**src/rtl/pipe_ctrl.sv**
```systemverilog
// Pipeline hazard/stall controller: load-use bubbles, jump redirects, memory-wait stalls
// with timeout. Optional performance counters are enabled by PIPE_CTRL_PERF_CNT_EN.
module pipe_ctrl #(
    parameter int unsigned MEM_TIMEOUT = 16
) (
    input  logic        clk,
    input  logic        rst,
    input  logic        jump_flag_i,
    input  logic [31:0] jump_addr_i,
    input  logic        ex_mem_re_i,
    input  logic [4:0]  ex_rd_addr_i,
    input  logic        id_rs1_re_i,
    input  logic        id_rs2_re_i,
    input  logic [4:0]  id_rs1_addr_i,
    input  logic [4:0]  id_rs2_addr_i,
    input  logic        mem_busy_i,
    output logic        stall_pc_o,
    output logic        stall_if_id_o,
    output logic        stall_id_ex_o,
    output logic        stall_ex_mem_o,
    output logic        flush_if_id_o,
    output logic        flush_id_ex_o,
    output logic        jump_flag_o,
    output logic [31:0] jump_addr_o,
    output logic        mem_err_o
`ifdef PIPE_CTRL_PERF_CNT_EN
    ,
    output logic [31:0] stall_cnt_o,
    output logic [31:0] flush_cnt_o
`endif
);

    typedef enum logic [1:0] {
        StIdle     = 2'b00,
        StMemWait  = 2'b01,
        StJumpPend = 2'b10
    } state_e;

    localparam logic [7:0] TimeoutLast = 8'(MEM_TIMEOUT - 1);

    state_e      state_q, state_d;
    logic [7:0]  cnt_q, cnt_d;
    logic        pend_q, pend_d;
    logic [31:0] pend_addr_q, pend_addr_d;

    logic        load_use;
    logic        timeout;
    logic        stall_fe_c, stall_be_c;
    logic        flush_c, jump_c, err_c, lu_stall_c;
    logic [31:0] jump_addr_c;

    assign load_use = ex_mem_re_i && (ex_rd_addr_i != 5'd0) &&
                      ((id_rs1_re_i && (id_rs1_addr_i == ex_rd_addr_i)) ||
                       (id_rs2_re_i && (id_rs2_addr_i == ex_rd_addr_i)));

    assign timeout = (state_q == StMemWait) && mem_busy_i && (cnt_q == TimeoutLast);

    always_comb begin
        state_d     = state_q;
        cnt_d       = cnt_q;
        pend_d      = pend_q;
        pend_addr_d = pend_addr_q;
        stall_fe_c  = 1'b0;
        stall_be_c  = 1'b0;
        lu_stall_c  = 1'b0;
        flush_c     = 1'b0;
        jump_c      = 1'b0;
        jump_addr_c = 32'd0;
        err_c       = 1'b0;

        // On the timeout cycle busy is treated as low so the pipeline is released.
        if (mem_busy_i && !timeout) begin
            stall_fe_c = 1'b1;
            stall_be_c = 1'b1;
            state_d    = StMemWait;
            cnt_d      = cnt_q + 8'd1;
            if (jump_flag_i && !pend_q) begin
                pend_d      = 1'b1;
                pend_addr_d = jump_addr_i;
            end
        end else begin
            err_c = timeout;
            cnt_d = 8'd0;
            case (state_q)
                StIdle, StMemWait: begin
                    if ((state_q == StMemWait) && pend_q) begin
                        state_d = StJumpPend;
                    end else begin
                        state_d = StIdle;
                        if (jump_flag_i) begin
                            jump_c      = 1'b1;
                            jump_addr_c = jump_addr_i;
                            flush_c     = 1'b1;
                        end else if (load_use) begin
                            lu_stall_c = 1'b1;
                        end
                    end
                end
                StJumpPend: begin
                    jump_c      = 1'b1;
                    jump_addr_c = pend_addr_q;
                    flush_c     = 1'b1;
                    pend_d      = 1'b0;
                    state_d     = StIdle;
                end
                default: state_d = StIdle;
            endcase
        end
    end

    always_ff @(posedge clk or posedge rst) begin
        if (rst) begin
            state_q     <= StIdle;
            cnt_q       <= 8'd0;
            pend_q      <= 1'b0;
            pend_addr_q <= 32'd0;
        end else begin
            state_q     <= state_d;
            cnt_q       <= cnt_d;
            pend_q      <= pend_d;
            pend_addr_q <= pend_addr_d;
        end
    end

    // Outputs are forced low while reset is held, independent of the inputs.
    assign stall_pc_o     = !rst && (stall_fe_c || lu_stall_c);
    assign stall_if_id_o  = !rst && (stall_fe_c || lu_stall_c);
    assign stall_id_ex_o  = !rst && stall_be_c;
    assign stall_ex_mem_o = !rst && stall_be_c;
    assign flush_if_id_o  = !rst && flush_c;
    assign flush_id_ex_o  = !rst && (flush_c || lu_stall_c);
    assign jump_flag_o    = !rst && jump_c;
    assign jump_addr_o    = (!rst && jump_c) ? jump_addr_c : 32'd0;
    assign mem_err_o      = !rst && err_c;

`ifdef PIPE_CTRL_PERF_CNT_EN
    logic [31:0] stall_cnt_q, stall_cnt_d;
    logic [31:0] flush_cnt_q, flush_cnt_d;

    always_comb begin
        stall_cnt_d = stall_cnt_q + {31'd0, stall_pc_o};
        flush_cnt_d = flush_cnt_q + {31'd0, flush_id_ex_o};
    end

    always_ff @(posedge clk or posedge rst) begin
        if (rst) begin
            stall_cnt_q <= 32'd0;
            flush_cnt_q <= 32'd0;
        end else begin
            stall_cnt_q <= stall_cnt_d;
            flush_cnt_q <= flush_cnt_d;
        end
    end

    assign stall_cnt_o = stall_cnt_q;
    assign flush_cnt_o = flush_cnt_q;
`else
    // Without the counters the interface above is complete.
`endif

endmodule

```
**config.mk**
```make
export PLATFORM = sky130hd
export DESIGN_NAME = pipe_ctrl
export DESIGN_NICKNAME = d
export VERILOG_FILES = /design/src/rtl/pipe_ctrl.sv
export SDC_FILE = /design/constraint.sdc
export NUM_CORES = 1
export LEC_CHECK = 0
export CORE_MARGIN = 3
export CORE_UTILIZATION = 38
export DETAILED_ROUTE_END_ITERATION = 16
export MAX_ROUTING_LAYER = met4
export PLACE_DENSITY = 0.71
export SLEW_MARGIN = 0
export SYNTH_ARGS = -nofsm -noshare
export SYNTH_HDL_FRONTEND = slang
export SYNTH_SLANG_ARGS = --single-unit
export TNS_END_PERCENT = 100
```
**constraint.sdc**
```tcl
create_clock -name clk -period 3.4 [get_ports clk]
set_input_delay 0.68 -clock clk [delete_from_list [all_inputs] [get_ports clk]]
set_output_delay 0.68 -clock clk [all_outputs]
set_load 0.01 [all_outputs]
```
==> impl_summary.log, run 1 <==
INFO  metric core = 6130 µm²
INFO  metric area_delta_synth_final = 41.8%
INFO  metric shortest_clock_period_the_worst_path_allows_after_layout = around 3.2 ns
INFO  metric netlist.area_leader.share = a little over two fifths
INFO  metric initial_utilization = about 40%
INFO  metric yosys_register_bits = 43
INFO  metric synth.yosys.warnings = 0
INFO  metric hold_violations = 0
INFO  metric syn_nets = 274
INFO  metric detail_route.wirelength = approximately 5900 µm
INFO  metric cts_tree = done
INFO  metric layout.filler_cells = just under 600
INFO  metric place_hpwl = ~4400 µm
INFO  metric final.setup.worst_slack = about 0.16 ns
INFO  metric route.antenna.remaining_nets = 0
INFO  metric worst_skew_pair.late_latency = about 0.29 ns
INFO  metric power = 0.00153 W
INFO  metric placement.io_buffers = 93
INFO  metric final_core_util = between 50% and 60%
INFO  metric holdCritPathClass = flip-flop to flip-flop
INFO  metric critical_path.endpoint_type = primary output
INFO  metric post_cts_resized = 0
INFO  metric most_common_library_cell_in_the_layout_ignoring_fill_and_taps = clkdlybuf4s50_1
INFO  metric syn-cell-area = approximately 2500 µm²
INFO  metric via_count_of_the_first_global_routing_pass = 2,091
INFO  metric drt_pre_antenna_iters = 4
INFO  metric peakVddDrop = 219 µV
INFO  metric achievable-frequency = 309 MHz
INFO  metric leakagePower = 1.52 nW
INFO  metric avgViaCountPerCell = slightly above 5
INFO  metric numnets_final = 363
INFO  metric grt_max_degree = 44
INFO  metric area_leader_netlist = dfrtp_1
INFO  metric dieHeight = between 80 and 90 µm
INFO  metric hold_path_depth = 1
INFO  metric worstPathMaxFanout = 3
INFO  metric timing.critical_path.from_type = input pin
INFO  metric cts_max_level = 2
INFO  metric first_iter_violations = ~130
INFO  metric ant_diodes = 0
INFO  metric worstRegToRegCells = 7
INFO  metric detail_route.drc_violations = 0
INFO  metric max_cap_viol_count = 0
INFO  metric maxSlewViolCount = 0
INFO  metric groute.usage.overall = 17.1%
INFO  metric drive_gt1_share = between 10% and 20%
INFO  metric gp_congestion = about 0.83
INFO  metric outcome = finished, final reports clean
INFO  metric cts_inserted_buffers = 5
INFO  metric max_slew_margin_vs_limit = 63.6%
INFO  metric cts.reportedPaths.clkPinSlew = 0.08 ns
INFO  metric setup_viol = 0
INFO  metric timing.critical_path.arrival = around 2.6 ns
INFO  metric layout_worst_path_cycle_share = a little over nine tenths
INFO  metric cts_setup_buffers = 0
INFO  metric number_of_buffers_added_to_fix_hold_violations_after_cts = 0
INFO  metric post_synth.cell_area_avg = approximately 11 µm²
INFO  metric floorplan.die.width = 86.9 µm
INFO  metric cts_root_buffer = clkbuf_8
INFO  metric cts-root-to-sink-buffers = 2
INFO  metric grt_pass1_wl = around 10,000 µm
INFO  metric area_of_the_die = ~7600 µm²
INFO  metric io_pins = 94
INFO  metric numClockSinks = 43
INFO  metric rsz0062_at_grt = false
INFO  metric critPathKind = input pin to primary output
INFO  metric worstPathRequired = approximately 2.7 ns
INFO  metric num_rows = 28
INFO  metric detailedPlace.worstSlack = 0.0883 ns
INFO  metric yosysSeqAreaShare = ~43%
INFO  metric timing.setup.tns = 0 ns
INFO  metric vias = approximately 2,000
INFO  metric globalRouteOverflowTotal = 0
INFO  metric post_route_skew = 0.00655 ns
INFO  metric synth_cell_type_count = 35
INFO  metric timing_worst_slew_pin_value = around 0.55 ns
INFO  metric wire_per_inst = 15.4 µm
INFO  metric netlist_top_cells_area = dfrtp_1 (43%), mux2_4 (18%), a22oi_1 (9.7%)
INFO  metric layout.cells.most_common_list = clkdlybuf4s50_1 (92), nor2_1 (43), dfrtp_1 (43)
INFO  metric post_synth_inst_count = between 200 and 250
INFO  metric powerDensity = between 400 and 500 nW/µm²
INFO  metric grt_antenna_before_repair = 0
==> through the flow <==
stage	cells	cell area, µm²	hold WS, ns
after global routing	384	3530	0.490
after global placement	376	3430	0.447
final	384	3530	0.467
after floorplan	219	2490	0.432
after CTS	384	3520	0.470
after detailed placement	376	3430	0.459
==> where the power goes <==
part | internal, W | switching, W | total [W] | leakage, nW
sequential | 0.000660 | 0.0000857 | 0.000746 | 0.525
combinational | 0.000305 | 0.000142 | 0.000447 | 0.947
clock | 0.000166 | 0.000174 | 0.000339 | 0.0474
total | 0.00113 | 0.000401 | 0.00153 | 1.52
==> cell usage after synthesis, drive strengths merged <==
| cell type | count |
|---|---|
| a22oi | 32 |
| o21ai | 1 |
| a21oi | 4 |
| or3 | 1 |
| buf | 11 |
| and3 | 2 |
| ha | 1 |
| and2 | 3 |
| xor2 | 10 |
| nor4 | 3 |
| dfrtp | 43 |
| clkbuf | 7 |
| nor2b | 2 |
| o22ai | 1 |
| inv | 3 |
| xnor2 | 5 |
| nand2 | 4 |
| nor3 | 3 |
| a32oi | 1 |
| a31o | 1 |
| nand4 | 1 |
| nand3b | 1 |
| o32ai | 1 |
| nand3 | 3 |
| mux2 | 32 |
| nor2 | 43 |
==> worst max-delay path: stages <==
cell,delay (ns)
clkdlybuf4s50_1,0.47
xor2_1,0.19
nor4_1,0.28
a32oi_1,0.18
o22ai_1,0.17
clkdlybuf4s50_1,0.58
==> path summary, 6_finish.rpt <==
path | from | endpoint | slack (ns)
worst max-delay path | ex_rd_addr_i[3] | stall_pc_o | 0.16
worst min-delay path | cnt_q[0] | cnt_q[0] | 0.47
worst max register to register | cnt_q[0] | pend_addr_q[12] | 1.18
worst min register to register | cnt_q[0] | cnt_q[0] | 0.47
max in group asynchronous | rst | pend_addr_q[28] | 1.97
min in group asynchronous | rst | cnt_q[7] | 1.05
==> logic make-up (layout without fill, tap and decap cells) <==
group	after synthesis	count (layout)	share of synthesized area, %
flip-flops	43	43	43.3
XOR/XNOR	15	15	5.28
buffers and inverters	21	111	6.74
multiplexers	32	32	19.0
AO/OA/AOI/OAI	41	41	12.3
adder cells (fa/ha/maj)	1	1	0.503
AND/OR/NAND/NOR	66	66	12.9
==> layer usage <==
layer / GRT usage (%) / part of all wire, % / vias to the layer above
li1: - / - / 953
met1: 22.7 / 45 / 959
met2: 26.7 / 49 / 57
met3: 3.78 / 5.0 / 9
met4: 3.97 / 1.1 / 0
met5: - / 0 / -
==> layout make-up <==
cell class	instances	area [µm²]	share of cell area, %
clock buffers	6	82.6	2.34
inverters	3	13.8	0.390
multi-input cells	155	1250	35.3
repair buffers	100	998	28.3
well taps	75	93.8	2.66
clock inverters	2	16.3	0.461
flip-flops and latches	43	1080	30.5
==> state kept, by name, indices dropped and copies added (netlist names) <==
name         cells
pend_addr_q     32
cnt_q            8
state_q          2
pend_q           1
No activity file was read; power rests on OpenSTA's default activity.
==> run 2: changes to the inputs <==
--- a/config.mk
+++ b/config.mk
@@ -10,6 +10,7 @@
 export DETAILED_ROUTE_END_ITERATION = 16
 export MAX_ROUTING_LAYER = met4
 export PLACE_DENSITY = 0.71
+export REMOVE_ABC_BUFFERS = 1
 export SLEW_MARGIN = 0
 export SYNTH_ARGS = -nofsm -noshare
 export SYNTH_HDL_FRONTEND = slang
==> constraint.sdc (replaced) <==
create_clock -name clk -period 3.4 [get_ports clk]
set_input_delay 1.02 -clock clk [delete_from_list [all_inputs] [get_ports clk]]
set_output_delay 1.02 -clock clk [all_outputs]
set_load 0.01 [all_outputs]
==> run 2 against run 1 <==
Compared with the run above:
- count of clock-buffer cells in the layout did not move
- largest cell class unchanged
- non-clock buffer count rose by 16
- critical endpoint is now jump_addr_o[13]
- via count rose by 2.9%
- cell count rose by 4.2%
- critical path depth rose by 1
==> impl_summary.log, run 2 (synthesis results as in run 1) <==
INFO  metric rr_startpoint = cnt_q[4] (was cnt_q[0])
INFO  metric worstPathMaxFanout = 7 (was 3)
INFO  metric via_count_of_the_first_global_routing_pass = 2,095 (was 2,091)
INFO  metric power_frac_comb = 28.3% (was 29.2%)
INFO  metric area_of_the_die = 7550 µm² (unchanged)
INFO  metric timing.critical_path.arrival = 2.33 ns (was 2.56 ns)
INFO  metric io_pins = 94 (unchanged)
INFO  metric maxSlewViolCount = 0 (unchanged)
INFO  metric num_rows = 28 (unchanged)
INFO  metric p_seq_share = 46.2% (was 48.7%)
INFO  metric cts.reportedPaths.clkPinSlew = 0.08 ns (about the same)
INFO  metric fin_hold_ws = 0.465 ns (was 0.467 ns)
INFO  metric cts_tree = done (unchanged)
INFO  metric max_slew_margin_vs_limit = 64.2% (was 63.6%)
INFO  metric power.share.switching = 25.5% (was 26.2%)
INFO  metric wire_per_inst = 15.5 µm (was 15.4 µm)
INFO  metric post_route_skew = 0.00642 ns (was 0.00655 ns)
INFO  metric drt_pre_antenna_iters = 5 (was 4)
INFO  metric grt_antenna_before_repair = 0 (unchanged)
INFO  metric max_cap_viol_count = 0 (unchanged)
INFO  metric peakVddDrop = 238 µV (was 219 µV)
INFO  metric gp_congestion = 0.787 (was 0.832)
INFO  metric powerDensity = 444 nW/µm² (was 435 nW/µm²)
INFO  metric cts-root-to-sink-buffers = 2 (unchanged)
INFO  metric timing_worst_slew_pin_value = 0.537 ns (was 0.546 ns)
INFO  metric route.antenna.remaining_nets = 0 (unchanged)
INFO  metric power = 0.00163 W (was 0.00153 W)
INFO  metric layout_worst_path_cycle_share = 98.7% (was 95.3%)
INFO  metric part_of_the_total_power_dissipated_in_the_clock_network = 25.5% (was 22.1%)
INFO  metric numnets_final = 379 (was 363)
INFO  metric leakagePower = 1.71 nW (was 1.52 nW)
INFO  metric detail_route.drc_violations = 0 (unchanged)
INFO  metric holdCritPathClass = flip-flop to flip-flop (unchanged)
INFO  metric worst_skew_pair.late_latency = 0.29 ns (about the same)
INFO  metric worstPathCellList = clkdlybuf4s50_1, inv_1, a31o_4, nand2_8, clkbuf_16, nor2_1, clkdlybuf4s15_1 (was clkdlybuf4s50_1, xor2_1, nor4_1, a32oi_1, o22ai_1, clkdlybuf4s50_1)
INFO  metric grt_pass1_wl = 9910 µm (was 10,100 µm)
INFO  metric avgViaCountPerCell = 5.09 (was 5.15)
INFO  metric critPathSlowestCell = clkdlybuf4s50_1 (unchanged)
INFO  metric largest-register = pend_addr_q (unchanged)
INFO  metric groute.usage.overall = 16.9% (was 17.1%)
INFO  metric setup_viol = 0 (unchanged)
INFO  metric reg2reg_slack = 1.12 ns (was 1.18 ns)
INFO  metric critPathBufInv = 4 (was 2)
INFO  metric internal_power_of_the_cells = 0.00121 W (was 0.00113 W)
INFO  metric numClockSinks = 43 (unchanged)
INFO  metric cts_max_level = 2 (unchanged)
INFO  metric placement.io_buffers = 93 (unchanged)
INFO  metric cts_inserted_buffers = 5 (unchanged)
INFO  metric area_delta_synth_final = 47.1% (was 41.8%)
INFO  metric layout.filler_cells = 529 (was 579)
INFO  metric cts_root_buffer = clkbuf_8 (unchanged)
INFO  metric grt_max_degree = 44 (unchanged)
INFO  metric drive_gt1_share = 28.6% (was 17.8%)
INFO  metric timing.critical_path.from_type = input pin (unchanged)
INFO  metric hold_violations = 0 (unchanged)
INFO  metric critical_path.endpoint_type = primary output (unchanged)
INFO  metric largest_register_ff_count = 32 (unchanged)
INFO  metric worstRegToRegCells = 8 (was 7)
INFO  metric core = 6130 µm² (unchanged)
INFO  metric layout.cells.most_common_list = nor2_1 (43), dfrtp_1 (43), clkdlybuf4s50_1 (39) (was clkdlybuf4s50_1 (92), nor2_1 (43), dfrtp_1 (43))
INFO  metric startpoint = mem_busy_i (was ex_rd_addr_i[3])
INFO  metric place_hpwl = 4240 µm (was 4420 µm)
INFO  metric power.net_switching = 0.000414 W (was 0.000401 W)
INFO  metric detail_route.wirelength = 6180 µm (was 5920 µm)
INFO  metric r2r-end = pend_addr_q[8] (was pend_addr_q[12])
INFO  metric floorplan.die.width = 86.9 µm (unchanged)
INFO  metric initial_utilization = 40.6% (unchanged)
INFO  metric worst_path_largest_cell_delay = 0.46 ns (was 0.58 ns)
INFO  metric ant_diodes = 0 (unchanged)
INFO  metric vias = 2,036 (was 1,978)
INFO  metric dieHeight = 86.9 µm (unchanged)
INFO  metric number_of_buffers_added_to_fix_hold_violations_after_cts = 0 (unchanged)
INFO  metric timing.critical_path.max_delay_family = buffers and inverters (unchanged)
INFO  metric hold_path_depth = 1 (unchanged)
INFO  metric rsz0062_at_grt = true (was false)
INFO  metric critPathKind = input pin to primary output (unchanged)
INFO  metric first_iter_violations = 106 (was 128)
INFO  metric globalRouteOverflowTotal = 0 (unchanged)
INFO  metric cp.depth = 7 (was 6)
INFO  metric outcome = finished, final reports clean (unchanged)
INFO  metric worstPathRequired = 2.38 ns (was 2.72 ns)
INFO  metric registers_with_the_most_flip_flops = pend_addr_q: 32 flops, cnt_q: 8 flops, state_q: 2 flops (unchanged)
INFO  metric worstSetupEndpoint = jump_addr_o[13] (was stall_pc_o)
INFO  metric achievable-frequency = 298 MHz (was 309 MHz)
INFO  metric shortest_clock_period_the_worst_path_allows_after_layout = 3.35 ns (was 3.24 ns)
-- run 2: cell types whose count changed in the layout (fill, tap and decap cells not counted), sizes merged --
cell,before,now
clkdlybuf4s50,92,39
clkbuf,6,26
clkdlybuf4s15,0,19
buf,7,23
dlygate4sd2,0,14
bufinv,0,1
clkinvlp,1,0
-- run 2: final cells by class --
cell class	instances	area, µm²	area share (%)
tap	75	93.8	2.56
inverter	3	13.8	0.376
timing repair buffer	116	1100	30.1
multi-input combinational	155	1260	34.4
clock inverter	2	35.0	0.958
sequential	43	1080	29.4
clock buffer	6	82.6	2.26
-- run 2: how the worst min path moves through the flow --
stage,endpoint,from,slack [ns]
2_1_floorplan,cnt_q[0],cnt_q[0],0.43
3_3_place_gp,cnt_q[0],cnt_q[0],0.45
3_5_place_dp,cnt_q[0],cnt_q[0],0.46
4_1_cts,cnt_q[0],cnt_q[0],0.47
5_1_grt,cnt_q[0],cnt_q[0],0.47
6_report,cnt_q[0],cnt_q[0],0.47
-- run 2: timing repair --
action                     4_1_cts  5_1_grt
setup buffers                    2        2
pin swaps                        6        5
cloned                           0        3
resized for setup               73       54
setup endpoints to repair       40       35
-- run 2: power by group through the flow --
stage	logic [W]	clock network (W)	registers [W]
final	0.000461	0.000414	0.000751
after floorplan	0.000301	0	0.000728
after CTS	0.000449	0.000428	0.000747
after global placement	0.000448	0	0.000748
after detailed placement	0.000462	0	0.000749
after global routing	0.000499	0.000443	0.000770
-- run 2: stage by stage --
| stage | setup TNS [ns] | setup slack (ns) | std cells | instance area (µm²) | util, % |
|---|---|---|---|---|---|
| 6_report | 0 | 0.0452 | 400 | 3660 | 59.7 |
| 5_1_grt | -0.0614 | -0.0614 | 400 | 3660 | 59.7 |
| 4_1_cts | 0 | 0.00966 | 395 | 3580 | 58.4 |
| 3_5_place_dp | -12.05 | -0.584 | 386 | 3510 | 57.3 |
| 3_3_place_gp | -12.55 | -0.562 | 386 | 3510 | 57.3 |
| 2_1_floorplan | -9.25 | -0.380 | 201 | 2330 | - |
-- run 2: per-layer routing --
metal	track usage (%)	part of all wire, %	up-vias
li1	-	-	984
met3	4.26	5.5	0
met1	21.9	44	995
met4	2.97	0	0
met5	-	0	-
met2	27.1	51	57
